<file path="config.mk">
export PLATFORM = sky130hd
export DESIGN_NAME = bist_scheduler_flat
export DESIGN_NICKNAME = d
export VERILOG_FILES = /design/src/rtl/bist_pkg.sv /design/src/rtl/bist_scheduler_if.sv /design/src/rtl/bist_watchdog.sv /design/src/rtl/bist_scheduler.sv /design/src/flat_wrapper.sv
export SDC_FILE = /design/constraint.sdc
export NUM_CORES = 1
export LEC_CHECK = 0
export CORE_MARGIN = 2
export CORE_UTILIZATION = 44
export DETAILED_ROUTE_END_ITERATION = 8
export GPL_TIMING_DRIVEN = 1
export PLACE_DENSITY = 0.81
export SYNTH_ARGS = -nofsm -noshare
export SYNTH_HDL_FRONTEND = slang
export SYNTH_SLANG_ARGS = --single-unit
</file>
<file path="constraint.sdc">
create_clock -name clk -period 2.2 [get_ports clk]
set_input_delay 0.33 -clock clk [delete_from_list [all_inputs] [get_ports clk]]
set_output_delay 0.33 -clock clk [all_outputs]
set_load 0.03 [all_outputs]
</file>
<file path="src/rtl/bist_pkg.sv">
// Shared types and helpers for the BIST sweep scheduler.
// Optional retry support is selected with the BIST_SCHED_RETRY_EN macro.
package bist_pkg;

  typedef enum logic [2:0] {
    IDLE,
    SELECT,
    LAUNCH,
    WAIT_BUSY,
    RUN,
    RECORD,
    DONE
  } sched_state_t;

  localparam int          DEF_TIMEOUT_CYCLES   = 4096;
  localparam int          DEF_BUSY_WAIT_CYCLES = 16;
  localparam logic [31:0] DEF_SEED             = 32'hdeadbeef;

  // Each link gets the base seed offset by its index, wrapping mod 2^32.
  function automatic logic [31:0] seed_for_link(input logic [31:0] base,
                                                input logic [31:0] link);
    return base + link;
  endfunction

endpackage

</file>
<file path="src/rtl/bist_scheduler_if.sv">
// Register-side and sender-side signal bundle for bist_scheduler.
// retry_vec exists only when BIST_SCHED_RETRY_EN is defined.
interface bist_scheduler_if #(
  parameter int NUM_LINKS = 4
);
  localparam int CUR_W = (NUM_LINKS > 1) ? $clog2(NUM_LINKS) : 1;

  logic                 start;
  logic                 abort;
  logic [NUM_LINKS-1:0] link_mask;
  logic [NUM_LINKS-1:0] sender_start;
  logic [31:0]          sender_seed;
  logic [NUM_LINKS-1:0] sender_busy;
  logic [NUM_LINKS-1:0] sender_pass;
  logic                 busy;
  logic                 done;
  logic [CUR_W-1:0]     cur_link;
  logic [NUM_LINKS-1:0] pass_vec;
  logic [NUM_LINKS-1:0] fail_vec;
  logic [NUM_LINKS-1:0] timeout_vec;

`ifdef BIST_SCHED_RETRY_EN
  logic [NUM_LINKS-1:0] retry_vec;

  modport slave (
    input  start, abort, link_mask, sender_busy, sender_pass,
    output sender_start, sender_seed, busy, done, cur_link,
           pass_vec, fail_vec, timeout_vec, retry_vec
  );

  modport master (
    output start, abort, link_mask, sender_busy, sender_pass,
    input  sender_start, sender_seed, busy, done, cur_link,
           pass_vec, fail_vec, timeout_vec, retry_vec
  );
`else
  modport slave (
    input  start, abort, link_mask, sender_busy, sender_pass,
    output sender_start, sender_seed, busy, done, cur_link,
           pass_vec, fail_vec, timeout_vec
  );

  modport master (
    output start, abort, link_mask, sender_busy, sender_pass,
    input  sender_start, sender_seed, busy, done, cur_link,
           pass_vec, fail_vec, timeout_vec
  );
`endif

endinterface

</file>
<file path="src/rtl/bist_watchdog.sv">
// Loadable up-counter with clear, enable and a programmable terminal-count
// flag; bounds both the busy-rise wait and the run time of a BIST sender.
module bist_watchdog #(
  parameter int CNT_W = 13
) (
  input  logic             clk,
  input  logic             rst,
  input  logic             clr,
  input  logic             en,
  input  logic             load,
  input  logic [CNT_W-1:0] load_val,
  input  logic [CNT_W-1:0] tc_val,
  output logic             tc
);

  logic [CNT_W-1:0] cnt_q;

  // Counter: clear beats load beats increment.
  always_ff @(posedge clk or posedge rst) begin
    if (rst) begin
      cnt_q <= '0;
    end else if (clr) begin
      cnt_q <= '0;
    end else if (load) begin
      cnt_q <= load_val;
    end else if (en) begin
      cnt_q <= cnt_q + CNT_W'(1);
    end
  end

  assign tc = (cnt_q == tc_val);

endmodule

</file>
<file path="src/rtl/bist_scheduler.sv">
// Sweeps built-in self-test over NUM_LINKS sender engines, one at a time:
// launch with a per-link seed, wait for busy, bound run time, record result.
// Defining BIST_SCHED_RETRY_EN relaunches a failing (non-timeout) link once
// and adds retry_vec.
module bist_scheduler
  import bist_pkg::*;
#(
  parameter int          NUM_LINKS        = 4,
  parameter logic [31:0] SEED             = DEF_SEED,
  parameter int          TIMEOUT_CYCLES   = DEF_TIMEOUT_CYCLES,
  parameter int          BUSY_WAIT_CYCLES = DEF_BUSY_WAIT_CYCLES
) (
  input logic             clk,
  input logic             reset,
  bist_scheduler_if.slave bus
);

  // idx needs one extra bit so that idx == NUM_LINKS marks the end of a sweep.
  localparam int IW      = $clog2(NUM_LINKS) + 1;
  localparam int CUR_W   = (NUM_LINKS > 1) ? $clog2(NUM_LINKS) : 1;
  localparam int MAX_LIM = (TIMEOUT_CYCLES > BUSY_WAIT_CYCLES) ? TIMEOUT_CYCLES : BUSY_WAIT_CYCLES;
  localparam int CNT_W   = $clog2(MAX_LIM) + 1;

  localparam logic [IW-1:0]    IDX_END = IW'(NUM_LINKS);
  localparam logic [CUR_W-1:0] CUR_MAX = CUR_W'(NUM_LINKS - 1);
  localparam logic [CNT_W-1:0] TC_RUN  = CNT_W'(TIMEOUT_CYCLES - 1);
  localparam logic [CNT_W-1:0] TC_WAIT = CNT_W'(BUSY_WAIT_CYCLES - 1);

  sched_state_t         state_q, state_d;
  logic [IW-1:0]        idx_q, idx_d;
  logic [NUM_LINKS-1:0] mask_q;
  logic [NUM_LINKS-1:0] pass_q, fail_q, tmo_q;
  logic                 pass_cap_q;
  logic [CUR_W-1:0]     cur;
  logic                 lk_busy, lk_mask, link_active;
  logic                 sweep_start, rec_result, rec_timeout;
  logic                 tmr_clr, tmr_en, tmr_tc;
  logic [CNT_W-1:0]     tmr_tc_val;
`ifdef BIST_SCHED_RETRY_EN
  logic                 retry_set, retried_q;
  logic [NUM_LINKS-1:0] retry_q;
`endif

  assign cur         = (idx_q >= IDX_END) ? CUR_MAX : idx_q[CUR_W-1:0];
  assign lk_busy     = bus.sender_busy[cur];
  assign lk_mask     = mask_q[cur];
  assign link_active = (state_q == LAUNCH) || (state_q == WAIT_BUSY) ||
                       (state_q == RUN)    || (state_q == RECORD);
  assign tmr_tc_val  = (state_q == WAIT_BUSY) ? TC_WAIT : TC_RUN;

  bist_watchdog #(
    .CNT_W (CNT_W)
  ) u_wdog (
    .clk      (clk),
    .rst      (reset),
    .clr      (tmr_clr),
    .en       (tmr_en),
    .load     (1'b0),
    .load_val ('0),
    .tc_val   (tmr_tc_val),
    .tc       (tmr_tc)
  );

  // Next-state and per-cycle actions; abort overrides everything mid-sweep.
  always_comb begin
    state_d     = state_q;
    idx_d       = idx_q;
    sweep_start = 1'b0;
    rec_result  = 1'b0;
    rec_timeout = 1'b0;
    tmr_clr     = 1'b0;
    tmr_en      = 1'b0;
`ifdef BIST_SCHED_RETRY_EN
    retry_set   = 1'b0;
`endif
    case (state_q)
      IDLE: begin
        if (bus.start && !bus.abort) begin
          sweep_start = 1'b1;
          idx_d       = '0;
          state_d     = SELECT;
        end
      end
      SELECT: begin
        if (idx_q == IDX_END) begin
          state_d = DONE;
        end else if (lk_mask) begin
          state_d = LAUNCH;
        end else begin
          idx_d = idx_q + IW'(1);
        end
      end
      LAUNCH: begin
        tmr_clr = 1'b1;
        state_d = WAIT_BUSY;
      end
      WAIT_BUSY: begin
        if (lk_busy) begin
          tmr_clr = 1'b1;
          state_d = RUN;
        end else if (tmr_tc) begin
          rec_timeout = 1'b1;
          idx_d       = idx_q + IW'(1);
          state_d     = SELECT;
        end else begin
          tmr_en = 1'b1;
        end
      end
      RUN: begin
        // Completion is checked first so it wins over a coincident timeout.
        if (!lk_busy) begin
          state_d = RECORD;
        end else if (tmr_tc) begin
          rec_timeout = 1'b1;
          idx_d       = idx_q + IW'(1);
          state_d     = SELECT;
        end else begin
          tmr_en = 1'b1;
        end
      end
      RECORD: begin
`ifdef BIST_SCHED_RETRY_EN
        if (!pass_cap_q && !retried_q) begin
          retry_set = 1'b1;
          state_d   = LAUNCH;
        end else begin
`else
        begin
`endif
          rec_result = 1'b1;
          idx_d      = idx_q + IW'(1);
          state_d    = SELECT;
        end
      end
      DONE: begin
        state_d = IDLE;
      end
      default: begin
        state_d = IDLE;
      end
    endcase

    if (bus.abort && (state_q != IDLE) && (state_q != DONE)) begin
      state_d     = DONE;
      idx_d       = idx_q;
      rec_result  = 1'b0;
      rec_timeout = 1'b0;
      tmr_clr     = 1'b0;
      tmr_en      = 1'b0;
`ifdef BIST_SCHED_RETRY_EN
      retry_set   = 1'b0;
`endif
    end
  end

  // State, link index and latched mask.
  always_ff @(posedge clk or posedge reset) begin
    if (reset) begin
      state_q <= IDLE;
      idx_q   <= '0;
      mask_q  <= '0;
    end else begin
      state_q <= state_d;
      idx_q   <= idx_d;
      if (sweep_start) begin
        mask_q <= bus.link_mask;
      end
    end
  end

  // Result vectors: cleared by an accepted start, one bit written per link.
  always_ff @(posedge clk or posedge reset) begin
    if (reset) begin
      pass_q <= '0;
      fail_q <= '0;
      tmo_q  <= '0;
    end else if (sweep_start) begin
      pass_q <= '0;
      fail_q <= '0;
      tmo_q  <= '0;
    end else if (rec_result) begin
      pass_q[cur] <= pass_cap_q;
      fail_q[cur] <= ~pass_cap_q;
    end else if (rec_timeout) begin
      tmo_q[cur]  <= 1'b1;
      fail_q[cur] <= 1'b1;
    end
  end

  // Capture the compare result in the cycle busy is first seen low.
  always_ff @(posedge clk or posedge reset) begin
    if (reset) begin
      pass_cap_q <= 1'b0;
    end else if ((state_q == RUN) && !lk_busy) begin
      pass_cap_q <= bus.sender_pass[cur];
    end
  end

`ifdef BIST_SCHED_RETRY_EN
  // Retry bookkeeping: one relaunch per link, flagged in retry_vec.
  always_ff @(posedge clk or posedge reset) begin
    if (reset) begin
      retried_q <= 1'b0;
      retry_q   <= '0;
    end else if (sweep_start) begin
      retried_q <= 1'b0;
      retry_q   <= '0;
    end else if (retry_set) begin
      retried_q    <= 1'b1;
      retry_q[cur] <= 1'b1;
    end else if (idx_d != idx_q) begin
      retried_q <= 1'b0;
    end
  end

  assign bus.retry_vec = retry_q;
`endif

  assign bus.sender_start = (state_q == LAUNCH) ? (NUM_LINKS'(1) << cur) : '0;
  assign bus.sender_seed  = link_active ? seed_for_link(SEED, 32'(cur)) : '0;
  assign bus.busy         = (state_q != IDLE) && (state_q != DONE);
  assign bus.done         = (state_q == DONE);
  assign bus.cur_link     = cur;
  assign bus.pass_vec     = pass_q;
  assign bus.fail_vec     = fail_q;
  assign bus.timeout_vec  = tmo_q;

endmodule
</file>
<file path="src/flat_wrapper.sv">
// flat-port wrapper written by rule: the top's interface ports become plain ports
module bist_scheduler_flat import bist_pkg::*;
#(
  parameter int          NUM_LINKS        = 4,
  parameter logic [31:0] SEED             = DEF_SEED,
  parameter int          TIMEOUT_CYCLES   = DEF_TIMEOUT_CYCLES,
  parameter int          BUSY_WAIT_CYCLES = DEF_BUSY_WAIT_CYCLES
)
  (clk, reset, bus_start, bus_abort, bus_link_mask, bus_sender_busy, bus_sender_pass, bus_sender_start, bus_sender_seed, bus_busy, bus_done, bus_cur_link, bus_pass_vec, bus_fail_vec, bus_timeout_vec);
  bist_scheduler_if #(.NUM_LINKS(NUM_LINKS)) bus_i ();
  input logic clk;
  input logic reset;
  input wire logic [$bits(bus_i.start)-1:0] bus_start;
  input wire logic [$bits(bus_i.abort)-1:0] bus_abort;
  input wire logic [$bits(bus_i.link_mask)-1:0] bus_link_mask;
  input wire logic [$bits(bus_i.sender_busy)-1:0] bus_sender_busy;
  input wire logic [$bits(bus_i.sender_pass)-1:0] bus_sender_pass;
  output wire logic [$bits(bus_i.sender_start)-1:0] bus_sender_start;
  output wire logic [$bits(bus_i.sender_seed)-1:0] bus_sender_seed;
  output wire logic [$bits(bus_i.busy)-1:0] bus_busy;
  output wire logic [$bits(bus_i.done)-1:0] bus_done;
  output wire logic [$bits(bus_i.cur_link)-1:0] bus_cur_link;
  output wire logic [$bits(bus_i.pass_vec)-1:0] bus_pass_vec;
  output wire logic [$bits(bus_i.fail_vec)-1:0] bus_fail_vec;
  output wire logic [$bits(bus_i.timeout_vec)-1:0] bus_timeout_vec;
  assign bus_i.start = bus_start;
  assign bus_i.abort = bus_abort;
  assign bus_i.link_mask = bus_link_mask;
  assign bus_i.sender_busy = bus_sender_busy;
  assign bus_i.sender_pass = bus_sender_pass;
  assign bus_sender_start = bus_i.sender_start;
  assign bus_sender_seed = bus_i.sender_seed;
  assign bus_busy = bus_i.busy;
  assign bus_done = bus_i.done;
  assign bus_cur_link = bus_i.cur_link;
  assign bus_pass_vec = bus_i.pass_vec;
  assign bus_fail_vec = bus_i.fail_vec;
  assign bus_timeout_vec = bus_i.timeout_vec;
  bist_scheduler #(.NUM_LINKS(NUM_LINKS), .SEED(SEED), .TIMEOUT_CYCLES(TIMEOUT_CYCLES), .BUSY_WAIT_CYCLES(BUSY_WAIT_CYCLES)) u_core (.clk(clk), .reset(reset), .bus(bus_i));
endmodule
</file>
### After elaboration in Yosys (flattened, before gate mapping)

Index checks and enable logic that the tools add are counted.

* bits of input ports: 16
* ROM bits: 0
* memory bits (writable): 0
* flip-flop bits (word level): 36
* output and inout port bits: 52
* memories: 0
* latch bits: 0

* equal/unequal tests: 17
* $lt $le $gt $ge: 3
* muxes and demuxes: 56
* reductions and logical operators: 21
* bitwise logic cells: 4
* $add $sub $neg: 3
* shift operators: 1
* divide/modulo/power cells: 0
* multipliers: 0

Operator list (count)
* 2-to-1 mux 3 bit: 13
* 2-to-1 mux 4 bit: 9
* adder 31 x 3 -> 32 bit, first input constant: 1
* 2-to-1 mux 32 bit: 1
* 2-to-1 mux 13 bit: 2
* 2-to-1 mux 1 bit: 18
* one-hot mux 3 bit (6 select lines): 1
* one-hot mux 3 bit (5 select lines): 1
* adder 13 x 1 -> 13 bit, second input constant: 1
* equality test 13 bit: 1
* equality test 3 bit, second input constant: 4
* 2-to-1 mux 12 bit: 1
* bitwise mux 4 bit: 2
* bitwise OR 4 bit: 2
* AND reduction 7 bit: 1
* binary-select mux 1 bit (select 2 bit): 3
* equality test 3 x 2 -> 1 bit, second input constant: 2
* logical AND 1 bit: 6
* != test 2 x 1 -> 1 bit, second input constant: 3
* != test 2 bit, second input constant: 3
* one-hot mux 1 bit (2 select lines): 3
* nonzero test 2 bit: 3
* nonzero test 3 bit: 2
* nonzero test 5 bit: 1
* 16 further kinds: 21

### Depth between registers and ports, before layout

Gate-level depths: netlist of the first run.

* depth in word-level cells: 10
* depth in mapped cells: 10
* gate-level depth less buffers: 7

### By module

Synthesis of the first run repeated with hierarchy kept, for this count alone.

* cell total of the unflattened synthesis: 307
* area total of the unflattened synthesis: 2746.4 um^2

By module, submodules not included
* bist_scheduler: times used 1, seq. area each 575.6 um^2, area an instance 1826.8 um^2, cells an instance 210
* bist_watchdog: times used 1, seq. area each 325.3 um^2, area an instance 919.6 um^2, cells an instance 97

### Least setup slack after synthesis of the first run

No wires, ideal clock.

* path type: flip-flop to output port
* from: register u_core.idx_q[2]
* to: output bus_sender_seed[3]
* data arrival time: 1.927 ns
* required time: 1.870 ns
* cell stages (with the launch flop): 8
* buffers on the path: 3
* path slack: -0.057 ns
* cell sequence: dfrtp_1 buf_6 or2_1 buf_6 inv_1 ha_1 nor2b_1 buf_4

* longest elaborated chain between the ends: 4

Ends and longest elaborated chain
* start: declaration: RTL line bist_scheduler.sv:30 `logic [IW-1:0] idx_q, idx_d;`
* start signal: assignment: RTL line bist_scheduler.sv:164 `idx_q <= idx_d;`
* >= comparator 3 bit: RTL line bist_scheduler.sv:44 `assign cur = (idx_q >= IDX_END) ? CUR_MAX : idx_q[CUR_W-1:0];`
* 2-to-1 mux 2 bit: RTL line bist_scheduler.sv:44
* via bus_cur_link[1]: RTL line flat_wrapper.sv:22 `output wire logic [$bits(bus_i.cur_link)-1:0] bus_cur_link;`
* adder 31 x 3 -> 32 bit: RTL line bist_pkg.sv:22 `return base + link;`
* 2-to-1 mux 32 bit: RTL line bist_scheduler.sv:220 `assign bus.sender_seed = link_active ? seed_for_link(SEED, 32'(cur)) : '0;`
* end: declaration: RTL line flat_wrapper.sv:19 `output wire logic [$bits(bus_i.sender_seed)-1:0] bus_sender_seed;`

The timed path passes the listed nets, and every way through them passes these cells.

### Worst setup path in the final report of the first run

* from: register u_core.idx_q[2]
* to: output bus_sender_start[1]

* longest elaborated chain between the ends: 4

Ends and longest elaborated chain
* >= comparator 3 bit: RTL line bist_scheduler.sv:44
* 2-to-1 mux 2 bit: RTL line bist_scheduler.sv:44
* << shifter 1 x 2 -> 4 bit: RTL line bist_scheduler.sv:219 `assign bus.sender_start = (state_q == LAUNCH) ? (NUM_LINKS'(1) << cur) : '0;`
* 2-to-1 mux 4 bit: RTL line bist_scheduler.sv:219
* end: declaration: RTL line flat_wrapper.sv:18 `output wire logic [$bits(bus_i.sender_start)-1:0] bus_sender_start;`

Every way passes these cells.

==> impl_results.html, run 1 <==
<table>
<tr><th>Metric</th><th>Value</th></tr>
<tr><th colspan="2">Pwr</th></tr>
<tr><td>Switching Power</td><td>between 2000 and 3000 µW</td></tr>
<tr><td>Ratio of total power to cell area</td><td>1660 nW/µm²</td></tr>
<tr><td>Leak</td><td>0.00155 µW</td></tr>
<tr><td>Proportion of total power due to net switching</td><td>0.513</td></tr>
<tr><td>Combinational share of power</td><td>0.716</td></tr>
<tr><td>Reg power frac</td><td>0.177</td></tr>
<tr><td>Tot Pwr</td><td>5520 µW</td></tr>
<tr><td>Peak supply drop</td><td>1.26 mV</td></tr>
<tr><td>Clock share of power</td><td>0.107</td></tr>
<tr><td>Power Internal</td><td>2690 µW</td></tr>
<tr><th colspan="2">Global routing</th></tr>
<tr><td>Largest net degree at the start of global routing</td><td>37</td></tr>
<tr><td>Number of antenna violations at the first check in global routing</td><td>0</td></tr>
<tr><td>Overall routing resource usage</td><td>0.205</td></tr>
<tr><td>Congestion Overflow GR</td><td>0</td></tr>
<tr><td>Global-route wire length before repair</td><td>around 10,000 µm</td></tr>
<tr><td>Via count of the first global-routing pass</td><td>2,206</td></tr>
<tr><th colspan="2">Placement</th></tr>
<tr><td>Post-DP HPWL</td><td>between 4000 and 5000 µm</td></tr>
<tr><td>IO buf count</td><td>60</td></tr>
<tr><td>Post-placement worst setup slack</td><td>-280 ps</td></tr>
<tr><td>Routability cong.</td><td>0.876</td></tr>
<tr><th colspan="2">Die</th></tr>
<tr><td>Die Area</td><td>6240 µm²</td></tr>
<tr><td>Number of cell rows</td><td>27</td></tr>
<tr><td>Die boundary height</td><td>79.0 µm</td></tr>
<tr><td>Top-Level Pins</td><td>68</td></tr>
<tr><td>Initial Utilization</td><td>0.452</td></tr>
<tr><td>Area inside the core boundary</td><td>5470 µm²</td></tr>
<tr><td>Die W</td><td>between 70 and 80 µm</td></tr>
<tr><th colspan="2">Setup path</th></tr>
<tr><td>Critical-path top delay cell</td><td>dfrtp_1</td></tr>
<tr><td>Count of buffering cells on the critical path with inverters included</td><td>3</td></tr>
<tr><td>Worst Reg2Reg Path Length in Cells</td><td>6</td></tr>
<tr><td>Largest delay share family, worst path</td><td>simple AND/OR/NAND/NOR gates</td></tr>
<tr><td>Kind of critical path</td><td>flop to output port</td></tr>
<tr><td>Critical Path Sink Type</td><td>output port</td></tr>
<tr><td>Max FO, Critical Path</td><td>5</td></tr>
<tr><td>Startpoint types</td><td>flop</td></tr>
<tr><td>Worst reg2reg path endpoint</td><td>u_core.u_wdog.cnt_q[9]</td></tr>
<tr><td>Crit path required time</td><td>1870 ps</td></tr>
<tr><td>Largest incremental delay on the critical path</td><td>approximately 430 ps</td></tr>
<tr><td>Worst Setup SP</td><td>u_core.idx_q[2]</td></tr>
<tr><td>Reg2Reg Launch Point</td><td>u_core.idx_q[0]</td></tr>
<tr><td>Cells traversed along the worst timing path</td><td>or2_4 -&gt; buf_4 -&gt; inv_2 -&gt; ha_2 -&gt; and3_4 -&gt; buf_12</td></tr>
<tr><td>Worst endpoint data arrival time</td><td>1830 ps</td></tr>
<tr><td>FF-to-FF setup slack</td><td>60 ps</td></tr>
<tr><th colspan="2">Clocking</th></tr>
<tr><td>CTS clk-pin slew, worst paths</td><td>80 ps</td></tr>
<tr><td>Number of H-tree levels</td><td>2</td></tr>
<tr><td>Worst-skew pair later-pin latency</td><td>300 ps</td></tr>
<tr><td>Clock root buffer</td><td>clkbuf_8</td></tr>
<tr><td>TritonCTS Sinks</td><td>36</td></tr>
<tr><td>Num CTS Buffers</td><td>5</td></tr>
<tr><td>Maximum clock insertion buffer count</td><td>2</td></tr>
<tr><td>Post-cts hold buffer count</td><td>0</td></tr>
<tr><td>CTS tree</td><td>done</td></tr>
<tr><th colspan="2">Layout</th></tr>
<tr><td>Final antenna diode count</td><td>0</td></tr>
<tr><td>Share of cells above drive strength 1</td><td>0.281</td></tr>
<tr><td>Nets</td><td>376</td></tr>
<tr><td>Number of fill cells</td><td>473</td></tr>
<tr><td>P&amp;R area growth vs syn</td><td>34.8%</td></tr>
<tr><td>Footprint of the multi-input gates</td><td>1350 µm²</td></tr>
<tr><td>Final core occ</td><td>0.609</td></tr>
<tr><td>Storage element area</td><td>902 µm²</td></tr>
<tr><th colspan="2">STA</th></tr>
<tr><td>Smallest setup slack after layout</td><td>43.7 ps</td></tr>
<tr><td>RSZ-0062 raised after global routing</td><td>yes</td></tr>
<tr><td>Final Hold Slack</td><td>437 ps</td></tr>
<tr><td>Final setup vio count</td><td>0</td></tr>
<tr><td>Max-slew violations</td><td>0</td></tr>
<tr><td>Maximum achievable frequency</td><td>about 460 MHz</td></tr>
<tr><td>Final Critical Period</td><td>2160 ps</td></tr>
<tr><td>Worst clock skew</td><td>9.37 ps</td></tr>
<tr><td>Final hold viol count</td><td>0</td></tr>
<tr><td>Final worst-path cycle share</td><td>0.980</td></tr>
<tr><th colspan="2">Yosys</th></tr>
<tr><td>Avg Cell Area, Syn</td><td>8.74 µm²</td></tr>
<tr><td>Synth Warn #</td><td>0</td></tr>
<tr><td>Netlist cell types</td><td>46</td></tr>
<tr><td>Netlist Area Pre-Place</td><td>2470 µm²</td></tr>
<tr><td>Number of flops mapped to enable cells by yosys</td><td>0</td></tr>
<tr><td>Simple-gate area share of the yosys netlist</td><td>0.224</td></tr>
<tr><td>Adder-cell share of the synthesized area</td><td>0.0455</td></tr>
<tr><td>Synthesized instance count</td><td>283</td></tr>
<tr><td>Synth Area in XOR/XNOR</td><td>0</td></tr>
<tr><td>Register bit count reported by yosys</td><td>36</td></tr>
<tr><td>Post-synthesis compound-gate area fraction</td><td>0.180</td></tr>
<tr><td>Post-synthesis mux area share</td><td>0.0481</td></tr>
<tr><td>Fraction of registers with async set/reset</td><td>1.00</td></tr>
<tr><td>Top FF cell, synth</td><td>dfrtp_1</td></tr>
<tr><td>Proportion of synthesized chip area in sequential cells</td><td>0.364</td></tr>
<tr><td>Largest family of logic cells by synthesized area</td><td>simple AND/OR/NAND/NOR gates</td></tr>
<tr><th colspan="2">Detailed routing</th></tr>
<tr><td>Via count of the routed design</td><td>2,295</td></tr>
<tr><td>Vias/cell</td><td>5.41</td></tr>
<tr><td>Average wire length per cell after detail routing</td><td>15.4 µm</td></tr>
<tr><td>Detailed router's first-iteration violation count</td><td>233</td></tr>
<tr><td>DRC violations left</td><td>0</td></tr>
<tr><td>Iteration count of the initial detailed-routing pass</td><td>4</td></tr>
<tr><td>Routed Antenna Nets</td><td>0</td></tr>
<tr><td>Total wire length after detailed routing</td><td>6550 µm</td></tr>
<tr><th colspan="2">Status</th></tr>
<tr><td>Outcome</td><td>completed</td></tr>
<tr><th colspan="2">Min path</th></tr>
<tr><td>HP Class</td><td>primary input to asynchronous set/reset pin</td></tr>
<tr><th colspan="2">Run</th></tr>
<tr><td>Number of maximum-capacitance violations</td><td>0</td></tr>
</table>
-- layout by cell type (no fill, tap or decap), types with 2 or more instances in the layout --
cell / synthesis / routed
mux2_2: 7 / 6
nand2_1: 23 / 23
a21o_1: 2 / 2
nand3_1: 20 / 20
nand4_1: 3 / 3
dlygate4sd2_1: 0 / 2
and3_1: 6 / 5
nand2b_1: 3 / 3
buf_12: 0 / 3
o21ai_2: 1 / 2
a21oi_2: 0 / 2
o21ai_0: 3 / 3
mux2i_1: 4 / 4
buf_4: 28 / 60
a22o_1: 4 / 4
nor3_1: 6 / 5
inv_1: 13 / 12
a21oi_1: 13 / 11
o21a_1: 2 / 2
and2_1: 2 / 2
clkdlybuf4s50_1: 0 / 29
conb_1: 1 / 7
o31ai_1: 11 / 11
ha_1: 9 / 7
nor3b_1: 2 / 2
or4_1: 9 / 8
nor2_1: 25 / 24
a211oi_1: 2 / 2
or3_1: 2 / 2
o211ai_1: 9 / 9
dfrtp_1: 36 / 35
clkbuf_8: 0 / 5
nand3b_1: 2 / 2
o21ai_1: 5 / 4
o22ai_1: 2 / 2
-- cell usage after synthesis, drive strengths merged (2+ instances only) --
cell	number	share of area
a211oi	3	0.014
a21o	2	0.0061
a21oi	13	0.026
a22o	4	0.014
and2	2	0.0051
and3	6	0.015
buf	34	0.10
clkbuf	8	0.012
dfrtp	36	0.36
ha	9	0.046
inv	13	0.020
mux2	7	0.032
mux2i	4	0.016
nand2	23	0.035
nand2b	3	0.0076
nand3	20	0.040
nand3b	2	0.0061
nand4	3	0.0076
nor2	25	0.038
nor3	6	0.012
nor3b	2	0.0061
nor4	3	0.010
o211ai	9	0.027
o21a	2	0.0061
o21ai	9	0.020
o22ai	2	0.0051
o31ai	11	0.033
or3	2	0.0051
or4	9	0.027
-- worst register-to-register path, delay by kind of cell (launching register included) --
kind             cells  cell delay [ps]
AO/OA/AOI/OAI        4              840
flip-flops           1              410
multiplexers         1              320
AND/OR/NAND/NOR      1              480
-- stage by stage --
step | setup TNS [ps] | area, µm² | instances
floorplan | 0 | 2500 | 289
global placement | -1860 | 3120 | 411
detailed placement | -2560 | 3120 | 411
CTS | 0 | 3250 | 419
global route | -31.1 | 3330 | 424
finish | 0 | 3330 | 424
-- how the worst max path moves through the flow --
stage	slack (ps)	endpoint	cells past startpoint
detailed placement	-280	u_core.u_wdog.cnt_q[11]	8
CTS	20	u_core.u_wdog.cnt_q[7]	7
finish	40	bus_sender_start[1]	6
global route	-10	bus_sender_start[1]	6
floorplan	40	u_core.u_wdog.cnt_q[12]	9
global placement	-230	u_core.u_wdog.cnt_q[7]	7
-- layer usage --
metal,track usage,part of all wire,up-vias
met1,0.277,0.43,1080
met4,0.0862,0.024,0
met3,0.0330,0.055,14
met5,0,0,-
li1,-,-,1117
met2,0.327,0.49,84
-- power by group through the flow --
stage          clock network [µW]  registers (µW)  logic [µW]
2_1_floorplan                   0             978        2930
3_5_place_dp                    0             981        3830
6_report                      591             979        3950
3_3_place_gp                    0             977        3760
5_1_grt                       630            1010        4210
4_1_cts                       601             973        3840
-- layout make-up --
cell class	count	area share
sequential	36	0.271
timing repair buffer	96	0.251
clock inverter	3	0.0128
inverter	13	0.0146
multi-input combinational	199	0.404
clock buffer	5	0.0206
tap	72	0.0270
-- kinds of logic after synthesis --
| family | after synthesis |
|---|---|
| AND/OR/NAND/NOR | 109 |
| AO/OA/AOI/OAI | 62 |
| buffers and inverters | 55 |
| flip-flops | 36 |
| multiplexers | 11 |
| adder cells (fa/ha/maj) | 9 |
| other | 1 |
-- repair_timing --
item,in CTS,in global routing
buffers inserted,0,4
endpoints found under the setup margin,11,20
resized for setup,9,14
cloned,0,1
pin swaps,0,5
-- flip-flops by register name, indices dropped and copies added, names as in the netlist --
| name | count |
|---|---|
| u_core.bus.timeout_vec | 4 |
| u_core.idx_q | 3 |
| u_core.mask_q | 4 |
| u_core.u_wdog.cnt_q | 13 |
| u_core.state_q | 3 |
| u_core.bus.fail_vec | 4 |
| u_core.bus.pass_vec | 4 |
| u_core.pass_cap_q | 1 |
Power figures use the tool's default switching activity.
==> run 2: changes to the inputs <==
--- a/config.mk
+++ b/config.mk
@@ -5,10 +5,10 @@
 export SDC_FILE = /design/constraint.sdc
 export NUM_CORES = 1
 export LEC_CHECK = 0
-export CORE_MARGIN = 2
+export CAP_MARGIN = 30
 export CORE_UTILIZATION = 44
 export DETAILED_ROUTE_END_ITERATION = 8
-export GPL_TIMING_DRIVEN = 1
+export GPL_TIMING_DRIVEN = 0
 export PLACE_DENSITY = 0.81
 export SYNTH_ARGS = -nofsm -noshare
 export SYNTH_HDL_FRONTEND = slang
==> run 2 against run 1 <==
Against the previous run: the run now ends with setup timing left; fmax down 8.4%; count of clock-buffer cells in the layout is 2 higher; power up 34%; highest routed layer unchanged; critical path depth rose by 3; via count increased by 14%.
==> impl_results.html, run 2 (synthesis gave the netlist of run 1 again) <==
<table>
<tr><th>Metric</th><th>Value</th></tr>
<tr><th colspan="2">Layout</th></tr>
<tr><td>Nets</td><td>411 (+9.3%)</td></tr>
<tr><td>Final core occ</td><td>0.726 (+0.116)</td></tr>
<tr><td>Register with the most flip-flops</td><td>u_core.u_wdog.cnt_q</td></tr>
<tr><td>Leading cell type in the layout, fill and taps excluded</td><td>buf_4</td></tr>
<tr><td>Number of fill cells</td><td>349 (-26%)</td></tr>
<tr><td>Final antenna diode count</td><td>0 (unchanged)</td></tr>
<tr><td>P&amp;R area growth vs syn</td><td>54.6%</td></tr>
<tr><td>Commonest cells after routing, fill and taps aside</td><td>buf_4 (50), dfrtp_1 (35), buf_6 (34)</td></tr>
<tr><td>Non-filler instance count after layout</td><td>457 (+7.8%)</td></tr>
<tr><td>Flip-flop count of the largest register, all copies and words added</td><td>13 (unchanged)</td></tr>
<tr><td>Share of cells above drive strength 1</td><td>0.393 (+0.112)</td></tr>
<tr><th colspan="2">STA</th></tr>
<tr><td>Final Critical Period</td><td>2360 ps (+199 ps)</td></tr>
<tr><td>Slew Limit Headroom</td><td>0.486</td></tr>
<tr><td>Max-slew violations</td><td>0 (unchanged)</td></tr>
<tr><td>Final hold viol count</td><td>0 (unchanged)</td></tr>
<tr><td>Worst clock skew</td><td>7.35 ps (-2.02 ps)</td></tr>
<tr><td>Final setup vio count</td><td>19 (+19)</td></tr>
<tr><td>Smallest setup slack after layout</td><td>-155 ps (-199 ps)</td></tr>
<tr><td>RSZ-0062 raised after global routing</td><td>yes</td></tr>
<tr><td>Maximum achievable frequency</td><td>425 MHz (-8.4%)</td></tr>
<tr><td>Final worst-path cycle share</td><td>1.07 (+0.0904)</td></tr>
<tr><td>Sum of negative setup slack</td><td>-1180 ps (-1180 ps)</td></tr>
<tr><td>Worst Tran Pin Value</td><td>769 ps</td></tr>
<tr><th colspan="2">Setup path</th></tr>
<tr><td>FF-to-FF setup slack</td><td>-160 ps (-220 ps)</td></tr>
<tr><td>Worst reg2reg path endpoint</td><td>u_core.u_wdog.cnt_q[12]</td></tr>
<tr><td>Kind of critical path</td><td>flop to flop</td></tr>
<tr><td>Count of buffering cells on the critical path with inverters included</td><td>3 (unchanged)</td></tr>
<tr><td>Worst Reg2Reg Path Length in Cells</td><td>9 (+3)</td></tr>
<tr><td>Critical Path Sink Type</td><td>flop</td></tr>
<tr><td>Largest delay share family, worst path</td><td>compound AO/OA/AOI/OAI gates</td></tr>
<tr><td>Cells traversed along the worst timing path</td><td>or2_1 -&gt; buf_6 -&gt; buf_12 -&gt; o22a_4 -&gt; a211oi_4 -&gt; o21ai_4 -&gt; buf_6 -&gt; or4_4 -&gt; a21oi_2</td></tr>
<tr><td>Startpoint types</td><td>flop</td></tr>
<tr><td>Largest incremental delay on the critical path</td><td>480 ps (+50 ps)</td></tr>
<tr><td>Reg2Reg Launch Point</td><td>u_core.idx_q[2]</td></tr>
<tr><td>Crit path required time</td><td>2420 ps (+550 ps)</td></tr>
<tr><td>Max FO, Critical Path</td><td>7 (+2)</td></tr>
<tr><td>Worst endpoint data arrival time</td><td>2570 ps (+740 ps)</td></tr>
<tr><td>Most used cell along the critical path</td><td>buf_6</td></tr>
<tr><td>Critical-path top delay cell</td><td>or4_4</td></tr>
<tr><th colspan="2">Die</th></tr>
<tr><td>Top-Level Pins</td><td>68 (unchanged)</td></tr>
<tr><td>Die W</td><td>77.0 µm (-2.5%)</td></tr>
<tr><td>Initial Utilization</td><td>0.469 (+0.0174)</td></tr>
<tr><td>Die boundary height</td><td>77.0 µm (-2.5%)</td></tr>
<tr><td>Number of cell rows</td><td>26 (-3.7%)</td></tr>
<tr><td>Area inside the core boundary</td><td>5270 µm² (-3.7%)</td></tr>
<tr><td>Die Area</td><td>5930 µm² (-5.0%)</td></tr>
<tr><th colspan="2">Pwr</th></tr>
<tr><td>Combinational share of power</td><td>0.784 (+0.068)</td></tr>
<tr><td>Clock share of power</td><td>0.087 (-0.020)</td></tr>
<tr><td>Proportion of total power due to net switching</td><td>0.464 (-0.0491)</td></tr>
<tr><td>Reg power frac</td><td>0.128 (-0.049)</td></tr>
<tr><td>Power Internal</td><td>3960 µW (+47%)</td></tr>
<tr><td>Leak</td><td>0.00176 µW (+14%)</td></tr>
<tr><td>Tot Pwr</td><td>7390 µW (+34%)</td></tr>
<tr><td>Ratio of total power to cell area</td><td>1930 nW/µm² (+17%)</td></tr>
<tr><td>Peak supply drop</td><td>1.47 mV (+16%)</td></tr>
<tr><td>Switching Power</td><td>3430 µW (+21%)</td></tr>
<tr><th colspan="2">Min path</th></tr>
<tr><td>HP Class</td><td>primary input to asynchronous set/reset pin</td></tr>
<tr><th colspan="2">Clocking</th></tr>
<tr><td>Worst-skew pair later-pin latency</td><td>290 ps (about the same)</td></tr>
<tr><td>Number of H-tree levels</td><td>2 (unchanged)</td></tr>
<tr><td>TritonCTS Sinks</td><td>36 (unchanged)</td></tr>
<tr><td>Num CTS Buffers</td><td>5 (unchanged)</td></tr>
<tr><td>CTS clk-pin slew, worst paths</td><td>80 ps (about the same)</td></tr>
<tr><td>Maximum clock insertion buffer count</td><td>2 (unchanged)</td></tr>
<tr><td>CTS tree</td><td>done</td></tr>
<tr><td>Clock root buffer</td><td>clkbuf_8</td></tr>
<tr><td>Post-cts hold buffer count</td><td>0 (unchanged)</td></tr>
<tr><th colspan="2">Global routing</th></tr>
<tr><td>Overall routing resource usage</td><td>0.242 (+0.0368)</td></tr>
<tr><td>Number of antenna violations at the first check in global routing</td><td>0 (unchanged)</td></tr>
<tr><td>Largest net degree at the start of global routing</td><td>37 (unchanged)</td></tr>
<tr><td>Via count of the first global-routing pass</td><td>2,307 (+4.6%)</td></tr>
<tr><td>Congestion Overflow GR</td><td>0 (unchanged)</td></tr>
<tr><td>Global-route wire length before repair</td><td>11,400 µm (+12%)</td></tr>
<tr><th colspan="2">Detailed routing</th></tr>
<tr><td>Detailed router's first-iteration violation count</td><td>298 (+28%)</td></tr>
<tr><td>Average wire length per cell after detail routing</td><td>17.3 µm (+12%)</td></tr>
<tr><td>Routed Antenna Nets</td><td>0 (unchanged)</td></tr>
<tr><td>Total wire length after detailed routing</td><td>7910 µm (+21%)</td></tr>
<tr><td>Iteration count of the initial detailed-routing pass</td><td>5 (+1)</td></tr>
<tr><td>Via count of the routed design</td><td>2,614 (+14%)</td></tr>
<tr><td>Vias/cell</td><td>5.72 (+5.7%)</td></tr>
<tr><td>DRC violations left</td><td>0 (unchanged)</td></tr>
<tr><th colspan="2">Status</th></tr>
<tr><td>Failing checks</td><td>setup timing</td></tr>
<tr><td>Outcome</td><td>complete, but fails checks</td></tr>
<tr><th colspan="2">Placement</th></tr>
<tr><td>Routability cong.</td><td>0.883 (+0.81%)</td></tr>
<tr><td>Placed cells</td><td>418 (+1.7%)</td></tr>
<tr><td>IO buf count</td><td>59 (-1.7%)</td></tr>
<tr><td>Post-placement worst setup slack</td><td>-733 ps (-454 ps)</td></tr>
<tr><td>Post-DP HPWL</td><td>4540 µm (-1.8%)</td></tr>
<tr><th colspan="2">Run</th></tr>
<tr><td>Number of maximum-capacitance violations</td><td>0 (unchanged)</td></tr>
</table>
run 2: metrics by stage:
stage               cell area [µm²]  hold slack, ps
global route                   3820             526
detailed placement             3180             487
CTS                            3520             509
floorplan                      2500             474
global placement               3180             483
finish                         3820             495
run 2: power by group through the flow:
stage / registers, µW / clock network, µW / logic (µW)
floorplan: 978 / 0 / 2930
global placement: 948 / 0 / 4380
detailed placement: 951 / 0 / 4440
CTS: 941 / 646 / 4720
global route: 967 / 675 / 6070
finish: 949 / 644 / 5800
run 2: cell type report:
type,instances,area (µm²),share of cell area
Multi-Input combinational cell,198,1440,0.376
Tap cell,70,87.6,0.0229
Clock inverter,1,30.0,0.00785
Timing Repair Buffer,96,925,0.242
Clock buffer,7,96.3,0.0252
Inverter,13,60.1,0.0157
Sequential cell,36,902,0.236
Buffer,33,262,0.0684
Timing Repair inverter,3,22.5,0.00589
run 2: what timing repair did:
item / in CTS / in global routing
gates cloned: 3 / 0
pin swaps: 10 / 9
setup buffers: 20 / 18
setup endpoints to repair: 50 / 50
gates resized for setup: 158 / 117
run 2: worst register-to-register path, delay by kind of cell (launching register included):
kind                   cells  cell delay [ps]
AO/OA/AOI/OAI              4              770
AND/OR/NAND/NOR            2              730
flip-flops                 1              400
buffers and inverters      3              390
run 2: worst max path at each step:
stage                 startpoint                      end  slack, ps  depth (start not counted)
6_report         u_core.idx_q[2]  u_core.u_wdog.cnt_q[12]       -160                          9
5_1_grt          u_core.idx_q[2]  u_core.u_wdog.cnt_q[12]       -240                          9
4_1_cts        u_core.state_q[2]       bus_sender_seed[3]       -130                          7
3_5_place_dp   u_core.state_q[2]      bus_sender_seed[11]       -730                          6
3_3_place_gp   u_core.state_q[2]      bus_sender_seed[11]       -670                          6
2_1_floorplan    u_core.idx_q[2]  u_core.u_wdog.cnt_q[12]         40                          9
run 2: routing by layer:
metal | share of wire | vias to the layer above | global-route usage | wire length (µm)
met1 | 0.40 | 1270 | 0.334 | 3170
met5 | 0 | - | 0 | 0
met2 | 0.49 | 142 | 0.388 | 3900
li1 | - | 1183 | - | -
met4 | 0.022 | 0 | 0.0698 | 174
met3 | 0.083 | 19 | 0.0405 | 657
==> run 3: changes to the inputs <==
--- a/config.mk
+++ b/config.mk
@@ -7,6 +7,7 @@
 export LEC_CHECK = 0
 export CAP_MARGIN = 30
 export CORE_UTILIZATION = 44
+export CTS_CLUSTER_SIZE = 25
 export DETAILED_ROUTE_END_ITERATION = 8
 export GPL_TIMING_DRIVEN = 0
 export PLACE_DENSITY = 0.81
==> results of run 3 <==
Final layout, timing and power as in run 2 (identical DEF).
